===== src/rtl/adder_arbiter_pkg.sv =====
// Shared defaults for the adder arbiter slice.
package adder_arbiter_pkg;
    localparam int DEF_WORD_WIDTH = 8;
    localparam int DEF_NUM_REQ    = 4;

    typedef enum logic {
        RESP_EMPTY = 1'b0,
        RESP_FULL  = 1'b1
    } resp_state_t;
endpackage


===== src/rtl/adder_arbiter_if.sv =====
// Requester and response handshake bundle of the shared adder.
interface adder_arbiter_if
    import adder_arbiter_pkg::*;
#(
    parameter int WORD_WIDTH = DEF_WORD_WIDTH,
    parameter int NUM_REQ    = DEF_NUM_REQ
);
    localparam int ID_WIDTH = $clog2(NUM_REQ);

    logic [NUM_REQ-1:0]            req_valid;
    logic [NUM_REQ-1:0]            req_ready;
    logic [NUM_REQ*WORD_WIDTH-1:0] req_a;
    logic [NUM_REQ*WORD_WIDTH-1:0] req_b;
    logic                          resp_valid;
    logic                          resp_ready;
    logic [ID_WIDTH-1:0]           resp_id;
    logic [WORD_WIDTH-1:0]         resp_y;
    logic                          resp_cout;

    modport master (
        output req_valid, req_a, req_b, resp_ready,
        input  req_ready, resp_valid, resp_id, resp_y, resp_cout
    );

    modport slave (
        input  req_valid, req_a, req_b, resp_ready,
        output req_ready, resp_valid, resp_id, resp_y, resp_cout
    );
endinterface


===== src/rtl/Adder.sv =====
// Plain ripple-style adder with carry-out.
module Adder #(
    parameter int WORD_WIDTH = 8
) (
    input  logic [WORD_WIDTH-1:0] a,
    input  logic [WORD_WIDTH-1:0] b,
    output logic [WORD_WIDTH-1:0] y,
    output logic                  cout
);
    assign {cout, y} = {1'b0, a} + {1'b0, b};
endmodule


===== src/rtl/rr_grant.sv =====
// Rotating priority encoder: first valid index at or after ptr.
module rr_grant #(
    parameter int NUM_REQ  = 4,
    parameter int ID_WIDTH = $clog2(NUM_REQ)
) (
    input  logic [NUM_REQ-1:0]  req_valid,
    input  logic [ID_WIDTH-1:0] rr_ptr,
    output logic                found,
    output logic [ID_WIDTH-1:0] g
);
    int idx;

    // With no valid requester g falls back to rr_ptr.
    always_comb begin
        found = 1'b0;
        g     = rr_ptr;
        idx   = 0;
        for (int k = 0; k < NUM_REQ; k++) begin
            idx = int'(rr_ptr) + k;
            if (idx >= NUM_REQ) idx = idx - NUM_REQ;
            if (!found && req_valid[idx]) begin
                found = 1'b1;
                g     = ID_WIDTH'(idx);
            end
        end
    end
endmodule


===== src/rtl/adder_arbiter.sv =====
// Round-robin sharing of one adder among NUM_REQ requesters,
// with a single-entry registered result stage.
module adder_arbiter
    import adder_arbiter_pkg::*;
#(
    parameter int WORD_WIDTH = DEF_WORD_WIDTH,
    parameter int NUM_REQ    = DEF_NUM_REQ
) (
    input logic             clk,
    input logic             reset,
    adder_arbiter_if.slave  bus
);
    localparam int ID_WIDTH = $clog2(NUM_REQ);

    resp_state_t           state;
    logic [ID_WIDTH-1:0]   rr_ptr;
    logic [ID_WIDTH-1:0]   g;
    logic                  found;
    logic                  accept;
    logic                  fire;
    logic [NUM_REQ-1:0]    ready;
    logic [WORD_WIDTH-1:0] op_a;
    logic [WORD_WIDTH-1:0] op_b;
    logic [WORD_WIDTH-1:0] sum;
    logic                  carry;
    logic [ID_WIDTH-1:0]   id_q;
    logic [WORD_WIDTH-1:0] y_q;
    logic                  cout_q;

    rr_grant #(
        .NUM_REQ  (NUM_REQ),
        .ID_WIDTH (ID_WIDTH)
    ) u_grant (
        .req_valid (bus.req_valid),
        .rr_ptr    (rr_ptr),
        .found     (found),
        .g         (g)
    );

    assign op_a = bus.req_a[int'(g)*WORD_WIDTH +: WORD_WIDTH];
    assign op_b = bus.req_b[int'(g)*WORD_WIDTH +: WORD_WIDTH];

    Adder #(.WORD_WIDTH(WORD_WIDTH)) u_adder (
        .a    (op_a),
        .b    (op_b),
        .y    (sum),
        .cout (carry)
    );

    assign accept = (state == RESP_EMPTY) || bus.resp_ready;
    // Reset masks the grant so nothing handshakes while it is held.
    assign fire   = found && accept && !reset;

    always_comb begin
        ready = '0;
        if (fire) ready[g] = 1'b1;
    end

    always_ff @(posedge clk or posedge reset) begin
        if (reset) begin
            state  <= RESP_EMPTY;
            rr_ptr <= '0;
            id_q   <= '0;
            y_q    <= '0;
            cout_q <= 1'b0;
        end else if (fire) begin
            state  <= RESP_FULL;
            id_q   <= g;
            y_q    <= sum;
            cout_q <= carry;
            if (g == ID_WIDTH'(NUM_REQ - 1)) rr_ptr <= '0;
            else rr_ptr <= g + 1'b1;
        end else if (bus.resp_ready) begin
            state <= RESP_EMPTY;
        end
    end

    assign bus.req_ready  = ready;
    assign bus.resp_valid = (state == RESP_FULL);
    assign bus.resp_id    = id_q;
    assign bus.resp_y     = y_q;
    assign bus.resp_cout  = cout_q;
endmodule


===== src/flat_wrapper.sv =====
// flat-port wrapper written by rule: the top's interface ports become plain ports
module adder_arbiter_flat import adder_arbiter_pkg::*;
#(
    parameter int WORD_WIDTH = DEF_WORD_WIDTH,
    parameter int NUM_REQ    = DEF_NUM_REQ
)
  (clk, reset, bus_req_valid, bus_req_a, bus_req_b, bus_resp_ready, bus_req_ready, bus_resp_valid, bus_resp_id, bus_resp_y, bus_resp_cout);
  adder_arbiter_if #(.WORD_WIDTH(WORD_WIDTH), .NUM_REQ(NUM_REQ)) bus_i ();
  input logic clk;
  input logic reset;
  input wire logic [$bits(bus_i.req_valid)-1:0] bus_req_valid;
  input wire logic [$bits(bus_i.req_a)-1:0] bus_req_a;
  input wire logic [$bits(bus_i.req_b)-1:0] bus_req_b;
  input wire logic [$bits(bus_i.resp_ready)-1:0] bus_resp_ready;
  output wire logic [$bits(bus_i.req_ready)-1:0] bus_req_ready;
  output wire logic [$bits(bus_i.resp_valid)-1:0] bus_resp_valid;
  output wire logic [$bits(bus_i.resp_id)-1:0] bus_resp_id;
  output wire logic [$bits(bus_i.resp_y)-1:0] bus_resp_y;
  output wire logic [$bits(bus_i.resp_cout)-1:0] bus_resp_cout;
  assign bus_i.req_valid = bus_req_valid;
  assign bus_i.req_a = bus_req_a;
  assign bus_i.req_b = bus_req_b;
  assign bus_i.resp_ready = bus_resp_ready;
  assign bus_req_ready = bus_i.req_ready;
  assign bus_resp_valid = bus_i.resp_valid;
  assign bus_resp_id = bus_i.resp_id;
  assign bus_resp_y = bus_i.resp_y;
  assign bus_resp_cout = bus_i.resp_cout;
  adder_arbiter #(.WORD_WIDTH(WORD_WIDTH), .NUM_REQ(NUM_REQ)) u_core (.clk(clk), .reset(reset), .bus(bus_i));
endmodule

===== config.mk =====
export PLATFORM = sky130hd
export DESIGN_NAME = adder_arbiter_flat
export DESIGN_NICKNAME = d
export VERILOG_FILES = /design/src/rtl/adder_arbiter_pkg.sv /design/src/rtl/adder_arbiter_if.sv /design/src/rtl/Adder.sv /design/src/rtl/rr_grant.sv /design/src/rtl/adder_arbiter.sv /design/src/flat_wrapper.sv
export SDC_FILE = /design/constraint.sdc
export NUM_CORES = 1
export LEC_CHECK = 0
export CAP_MARGIN = 20
export CORE_MARGIN = 3
export CORE_UTILIZATION = 35
export DETAILED_ROUTE_END_ITERATION = 7
export HOLD_SLACK_MARGIN = 0.1
export PLACE_DENSITY = 0.74
export SLEW_MARGIN = 20
export SYNTH_ARGS = -nofsm -noshare
export SYNTH_HDL_FRONTEND = slang
export SYNTH_SLANG_ARGS = --single-unit

===== constraint.sdc =====
create_clock -name clk -period 3 [get_ports clk]
set_input_delay 0.6 -clock clk [delete_from_list [all_inputs] [get_ports clk]]
set_output_delay 0.6 -clock clk [all_outputs]
set_load 0.02 [all_outputs]

==> impl_metrics.toml, run 1 <==
[clock_tree]
htreeDepth = 1
cts_root_buf = "clkbuf_8"
clk_pin_slew_ps = 60
tritoncts = "done"
numCtsBuffers = 3
clk_latency_ps = 250
holdBufCountCts = 0
cts_buffer_depth = 2
numClockSinks = 14

[run_status]
run_status = "complete, but fails checks"
violations = "setup timing"

[synth]
postSynthAreaPerCell_um2 = 7.574
synth-xor-area-share_pct = 1.692
synth_top_family_by_area = "compound AO/OA/AOI/OAI gates"
async_flop_share_pct = 100.0
yosys.area_share.simple_pct = 24.17
synth.ff_latch_count = 14
synthMuxAreaShare_pct = 0
seq_area_frac_synth_pct = 22.56
ys_types = 34
synth_fa_ha_area_share_pct = 10.96
synth_edf_count = 0
synth_cells = 205
syn_area_um2 = 1553
syn_nets = 289
synth-warning-count = 0
synth_ff_type = "dfrtp_1"
synth_compound_area_share_pct = 30.30

[cells_and_area]
fillers = 256
area_growth_pct = 109.3
drive_gt1_share_pct = 33.63
final_common_cell = "clkdlybuf4s50_1"
finalNetCount = 421
mostFrequentLayoutCells = "clkdlybuf4s50_1 (78), nand2_1 (58), buf_4 (39), dfrtp_1 (14), a21oi_2 (12)"
antenna-diode-count = 0
finalNonFillerCells = 386

[floorplanning]
io_pins = 87
die_w_um = 72.61
die_h_um = 72.61
floorplan.initialDensity_pct = 37.47
coreArea_um2 = 4144
num_rows = 23
die_area_um2 = 5271

[sta]
rsz0062_at_grt = "yes"
finClkSkew_ps = 2.244
worst_slack_ps = -96.46
clock.fmax_mhz = 322.9
tightest_slew_ps = 435.0
holdWs_ps = 490.1
period_share_pct = 103.2
hold_viol = 0
period_needed_ps = 3096
setup_viol = 3
max_slew_margin_pct = 71.00
final_max_slew_viol_count = 0

[worst_setup_path]
path_max_fanout = 7
ff2ff_path_depth = 14
cp_data_arrival_time_ps = 3220
r2r-end = "u_core.bus.resp_cout"
worstPathRequired_ps = 3130
rrSetupSlack_ps = -70
critical_path_class = "primary input to flip-flop"
cp-end-kind = "flip-flop"
cp-start-kind = "primary input"
r2r-start = "u_core.rr_ptr[1]"

[flow_run]
max_cap_violations = 0

[grt]
globalRouteTotalUtil_pct = 22.47
antenna_found_initial = 0
grt_overflow = 0
grt_max_degree = 17
first_global_vias = 2045
grt_pass1_wl_um = 9411

[routing]
ant_nets = 0
post_drt_wl_per_cell_um = 18.13
viasPerCell = 5.456
vias = 2106
drt-total-wl_um = 6997
drtPass1Iterations = 4
dr.first_iter.drc_count = 93
drc = 0

[pwr]
total_power_mw = 3.416
power_density_nw_per_um2 = 1051
max-vdd-ir-drop_mv = 0.6332
leakage_nw = 1.379

[hold_path]
whs_path_depth = 2
min_from = "u_core.bus.resp_y[1]"
hold_end = "u_core.bus.resp_y[1]"
hold_class = "flip-flop to flip-flop"

[placed_design]
pre_cts_ws_ps = -712.6
port_buffers = 86
gp_congestion = 0.8264
placed_cells = 360
dp_hpwl_um = 4110
-- where the power goes --
part	internal, mW	switching (mW)
registers	0.273	0.0604
clock network	0.116	0.0697
logic	1.50	1.39
total	1.89	1.52
-- stage by stage --
step | TNS, ps | util (%) | cell area (um^2)
6_report | -191.2 | 78.44 | 3251
5_1_grt | -472.8 | 78.44 | 3251
4_1_cts | -15.69 | 70.89 | 2938
3_5_place_dp | -6195 | 64.31 | 2665
3_3_place_gp | -5660 | 64.31 | 2665
2_1_floorplan | 0 | - | 1555
-- critical path, cell delays in order --
cell	delay (ps)
dlygate4sd2_1	270
nor4_2	300
or2_1	190
buf_12	160
inv_8	60
a21oi_2	140
a32oi_2	90
ha_2	220
fa_2	390
a211o_1	350
nand2_2	100
a21oi_2	80
o21ai_1	170
a21oi_1	90
-- per-layer routing --
metal,global-route usage [%],up-vias,part of all wire [%]
met5,0,-,0
met4,4.508,0,2.1
met3,4.821,16,6.0
met2,40.88,87,54
met1,27.08,1012,38
li1,-,991,-
-- repair_timing --
action,4_1_cts,5_1_grt
resized for setup,36,53
pin swaps,17,29
setup endpoints to repair,11,10
buffers inserted,10,7
gates cloned,4,1
-- synthesized netlist by cell type, drive strengths merged (2+ instances only) --
master | instances | share of area, %
nand2 | 67 | 16
a21oi | 23 | 9.8
a32oi | 16 | 9.0
dfrtp | 14 | 23
o21ai | 14 | 4.5
buf | 12 | 7.8
ha | 12 | 9.7
nor2 | 8 | 1.9
inv | 5 | 1.2
and2 | 4 | 1.6
nor2b | 4 | 1.6
a211oi | 3 | 1.5
a211o | 2 | 1.1
a21o | 2 | 0.97
nand2b | 2 | 0.81
nor3 | 2 | 0.64
o211ai | 2 | 1.3
o21a | 2 | 0.97
xnor2 | 2 | 1.1
-- layout make-up --
cell class / instances / area [um^2] / share of cell area (%)
clock buffers: 4 / 55.05 / 1.694
inverters: 6 / 35.03 / 1.078
multi-input cells: 173 / 1331 / 40.95
flip-flops and latches: 14 / 350.3 / 10.78
well taps: 50 / 62.56 / 1.925
repair buffers: 138 / 1405 / 43.23
repair inverters: 1 / 11.26 / 0.3464
-- how the worst max path moves through the flow --
stage	from	to	cells after the start
final	bus_req_valid[1]	u_core.bus.resp_cout	14
after detailed placement	bus_req_valid[3]	u_core.bus.resp_y[7]	15
after global routing	bus_req_valid[3]	u_core.bus.resp_y[6]	15
after CTS	bus_req_valid[0]	u_core.bus.resp_y[6]	14
after global placement	bus_req_valid[3]	u_core.bus.resp_y[7]	15
after floorplan	bus_req_valid[0]	u_core.bus.resp_cout	15
-- kinds of logic after synthesis --
logic type / Yosys count
adder cells (fa/ha/maj): 13
buffers and inverters: 19
flip-flops: 14
AND/OR/NAND/NOR: 90
XOR/XNOR: 3
AO/OA/AOI/OAI: 66
-- state kept, by name, indices dropped and copies added, names as in the netlist --
name and cells:
u_core.bus.resp_cout 1, u_core.bus.resp_id 2, u_core.bus.resp_y 8, u_core.rr_ptr 2, u_core.bus.resp_valid 1
Power figures use the tool's default switching activity.
==> inputs of run 2 (changes only) <==
--- a/config.mk
+++ b/config.mk
@@ -5,6 +5,7 @@
 export SDC_FILE = /design/constraint.sdc
 export NUM_CORES = 1
 export LEC_CHECK = 0
+export ABC_CLOCK_PERIOD_IN_PS = 3000
 export CAP_MARGIN = 20
 export CORE_MARGIN = 3
 export CORE_UTILIZATION = 35
==> results of run 2 <==
Same layout as run 1: the final DEF is identical, and so are final timing and power.
==> inputs of run 3 (changes only) <==
--- a/config.mk
+++ b/config.mk
@@ -11,6 +11,7 @@
 export CORE_UTILIZATION = 35
 export DETAILED_ROUTE_END_ITERATION = 7
 export HOLD_SLACK_MARGIN = 0.1
+export MAX_ROUTING_LAYER = met4
 export PLACE_DENSITY = 0.74
 export SLEW_MARGIN = 20
 export SYNTH_ARGS = -nofsm -noshare
==> impl_metrics.toml, run 3 (synthesis results as in run 1) <==
[hold_path]
min_from = "u_core.bus.resp_y[4]"
hold_class = "flip-flop to flip-flop"
hold_end = "u_core.bus.resp_y[4]"
whs_path_depth = 2

[flow_run]
max_cap_violations = 0

[grt]
grt_overflow = 0
grt_pass1_wl_um = 8700
antenna_found_initial = 0
first_global_vias = 1962
globalRouteTotalUtil_pct = 21.18
grt_max_degree = 17

[sta]
clock.fmax_mhz = 336.3
finClkSkew_ps = 5.249
period_share_pct = 99.11
tightest_slew_ps = 449.1
period_needed_ps = 2973
max_slew_margin_pct = 70.06
rsz0062_at_grt = "yes"
hold_viol = 0
setup_viol = 0
worst_slack_ps = 26.60
final_max_slew_viol_count = 0

[pwr]
max-vdd-ir-drop_mv = 0.5655
leakage_nw = 1.288
power_density_nw_per_um2 = 977.9

[clock_tree]
clk_latency_ps = 250
cts_buffer_depth = 2
clk_pin_slew_ps = 60
tritoncts = "done"
cts_root_buf = "clkbuf_8"
numCtsBuffers = 3
htreeDepth = 1
numClockSinks = 14

[cells_and_area]
multiInputGateArea_um2 = 1127
area_growth_pct = 90.33
fillers = 318
largest_register_ffs = 8
mostFrequentLayoutCells = "clkdlybuf4s50_1 (78), nand2_1 (65), buf_4 (33), a21oi_2 (16)"
antenna-diode-count = 0
drive_gt1_share_pct = 24.77
seq_area_um2 = 350.3
finalNonFillerCells = 377
finalNetCount = 412
final_common_cell = "clkdlybuf4s50_1"

[placed_design]
gp_congestion = 0.8636
pre_cts_ws_ps = -673.7
dp_hpwl_um = 4161
placed_cells = 360
port_buffers = 86

[routing]
post_drt_wl_per_cell_um = 14.98
dr.first_iter.drc_count = 65
drt-total-wl_um = 5647
viasPerCell = 5.085
drc = 0
vias = 1917
ant_nets = 0
drtPass1Iterations = 4

[worst_setup_path]
worstPathRequired_ps = 3130
cp-end-kind = "flip-flop"
r2r-end = "u_core.bus.resp_y[6]"
ff2ff_path_depth = 13
critical_path_class = "primary input to flip-flop"
path_max_fanout = 8
rrSetupSlack_ps = 50
cp-start-kind = "primary input"
r2r-start = "u_core.rr_ptr[1]"
cp_data_arrival_time_ps = 3110

[floorplanning]
die_w_um = 72.61
floorplan.initialDensity_pct = 37.47
die_h_um = 72.61
die_area_um2 = 5271
num_rows = 23
coreArea_um2 = 4144
io_pins = 87

[run_status]
run_status = "finished clean"
## run 3: per-stage QoR
step                area (um^2)  total power [mW]  hold WS, ps  TNS [ps]  utilization (%)
finish                     2955             2.890        491.4         0            71.32
global route               2955             3.133        527.4    -374.1            71.32
CTS                        2816             2.656        497.2         0            67.97
detailed placement         2665             2.259        477.0     -5913            64.31
global placement           2665             2.225        468.7     -5588            64.31
floorplan                  1555             1.496        497.1         0                -
## run 3: critical path, cell delays in order
cell and delay [ps]:
dlygate4sd2_1 260, nor4_1 250, or2_1 180, buf_12 150, clkinv_8 70, a21oi_2 150
a32oi_1 90, ha_2 230, fa_2 360, a211o_1 350, a21oi_2 150, o21ai_1 80
a22o_1 190
## run 3: power by group
group	leakage [nW]	switching (mW)	internal [mW]
clock	0.0288	0.0681	0.116
combinational	1.09	1.13	1.25
sequential	0.168	0.0539	0.273
## run 3: metal layers
metal  track usage [%]  routed length [um]  vias to the layer above
met2             36.07                2849                       61
met4             5.328                  97                        0
met5                 -                   0                        -
met1             25.38                2423                      875
li1                  -                   -                      971
met3             4.545                 277                       10
## run 3: cell type report
class	count	share of cell area, %
timing repair buffer	130	44.54
multi-input combinational	172	38.15
sequential	14	11.85
tap	50	2.117
clock buffer	4	1.863
inverter	6	1.185
timing repair inverter	1	0.2964
## run 3: worst max path at each step
stage / to / from / slack (ps)
floorplan: u_core.bus.resp_cout / bus_req_valid[0] / 20
global placement: u_core.bus.resp_cout / bus_req_valid[2] / -610
detailed placement: u_core.bus.resp_y[7] / bus_req_valid[3] / -670
CTS: u_core.bus.resp_y[6] / bus_req_valid[3] / 10
global route: u_core.bus.resp_y[6] / bus_req_valid[0] / -120
finish: u_core.bus.resp_y[6] / bus_req_valid[1] / 30
## run 3: repair_timing
| action | 4_1_cts | 5_1_grt |
|---|---|---|
| gates cloned | 2 | 0 |
| setup buffers | 4 | 7 |
| resized for setup | 34 | 16 |
| setup endpoints to repair | 11 | 5 |
| pin swaps | 16 | 20 |
| hold buffers | 0 | 0 |
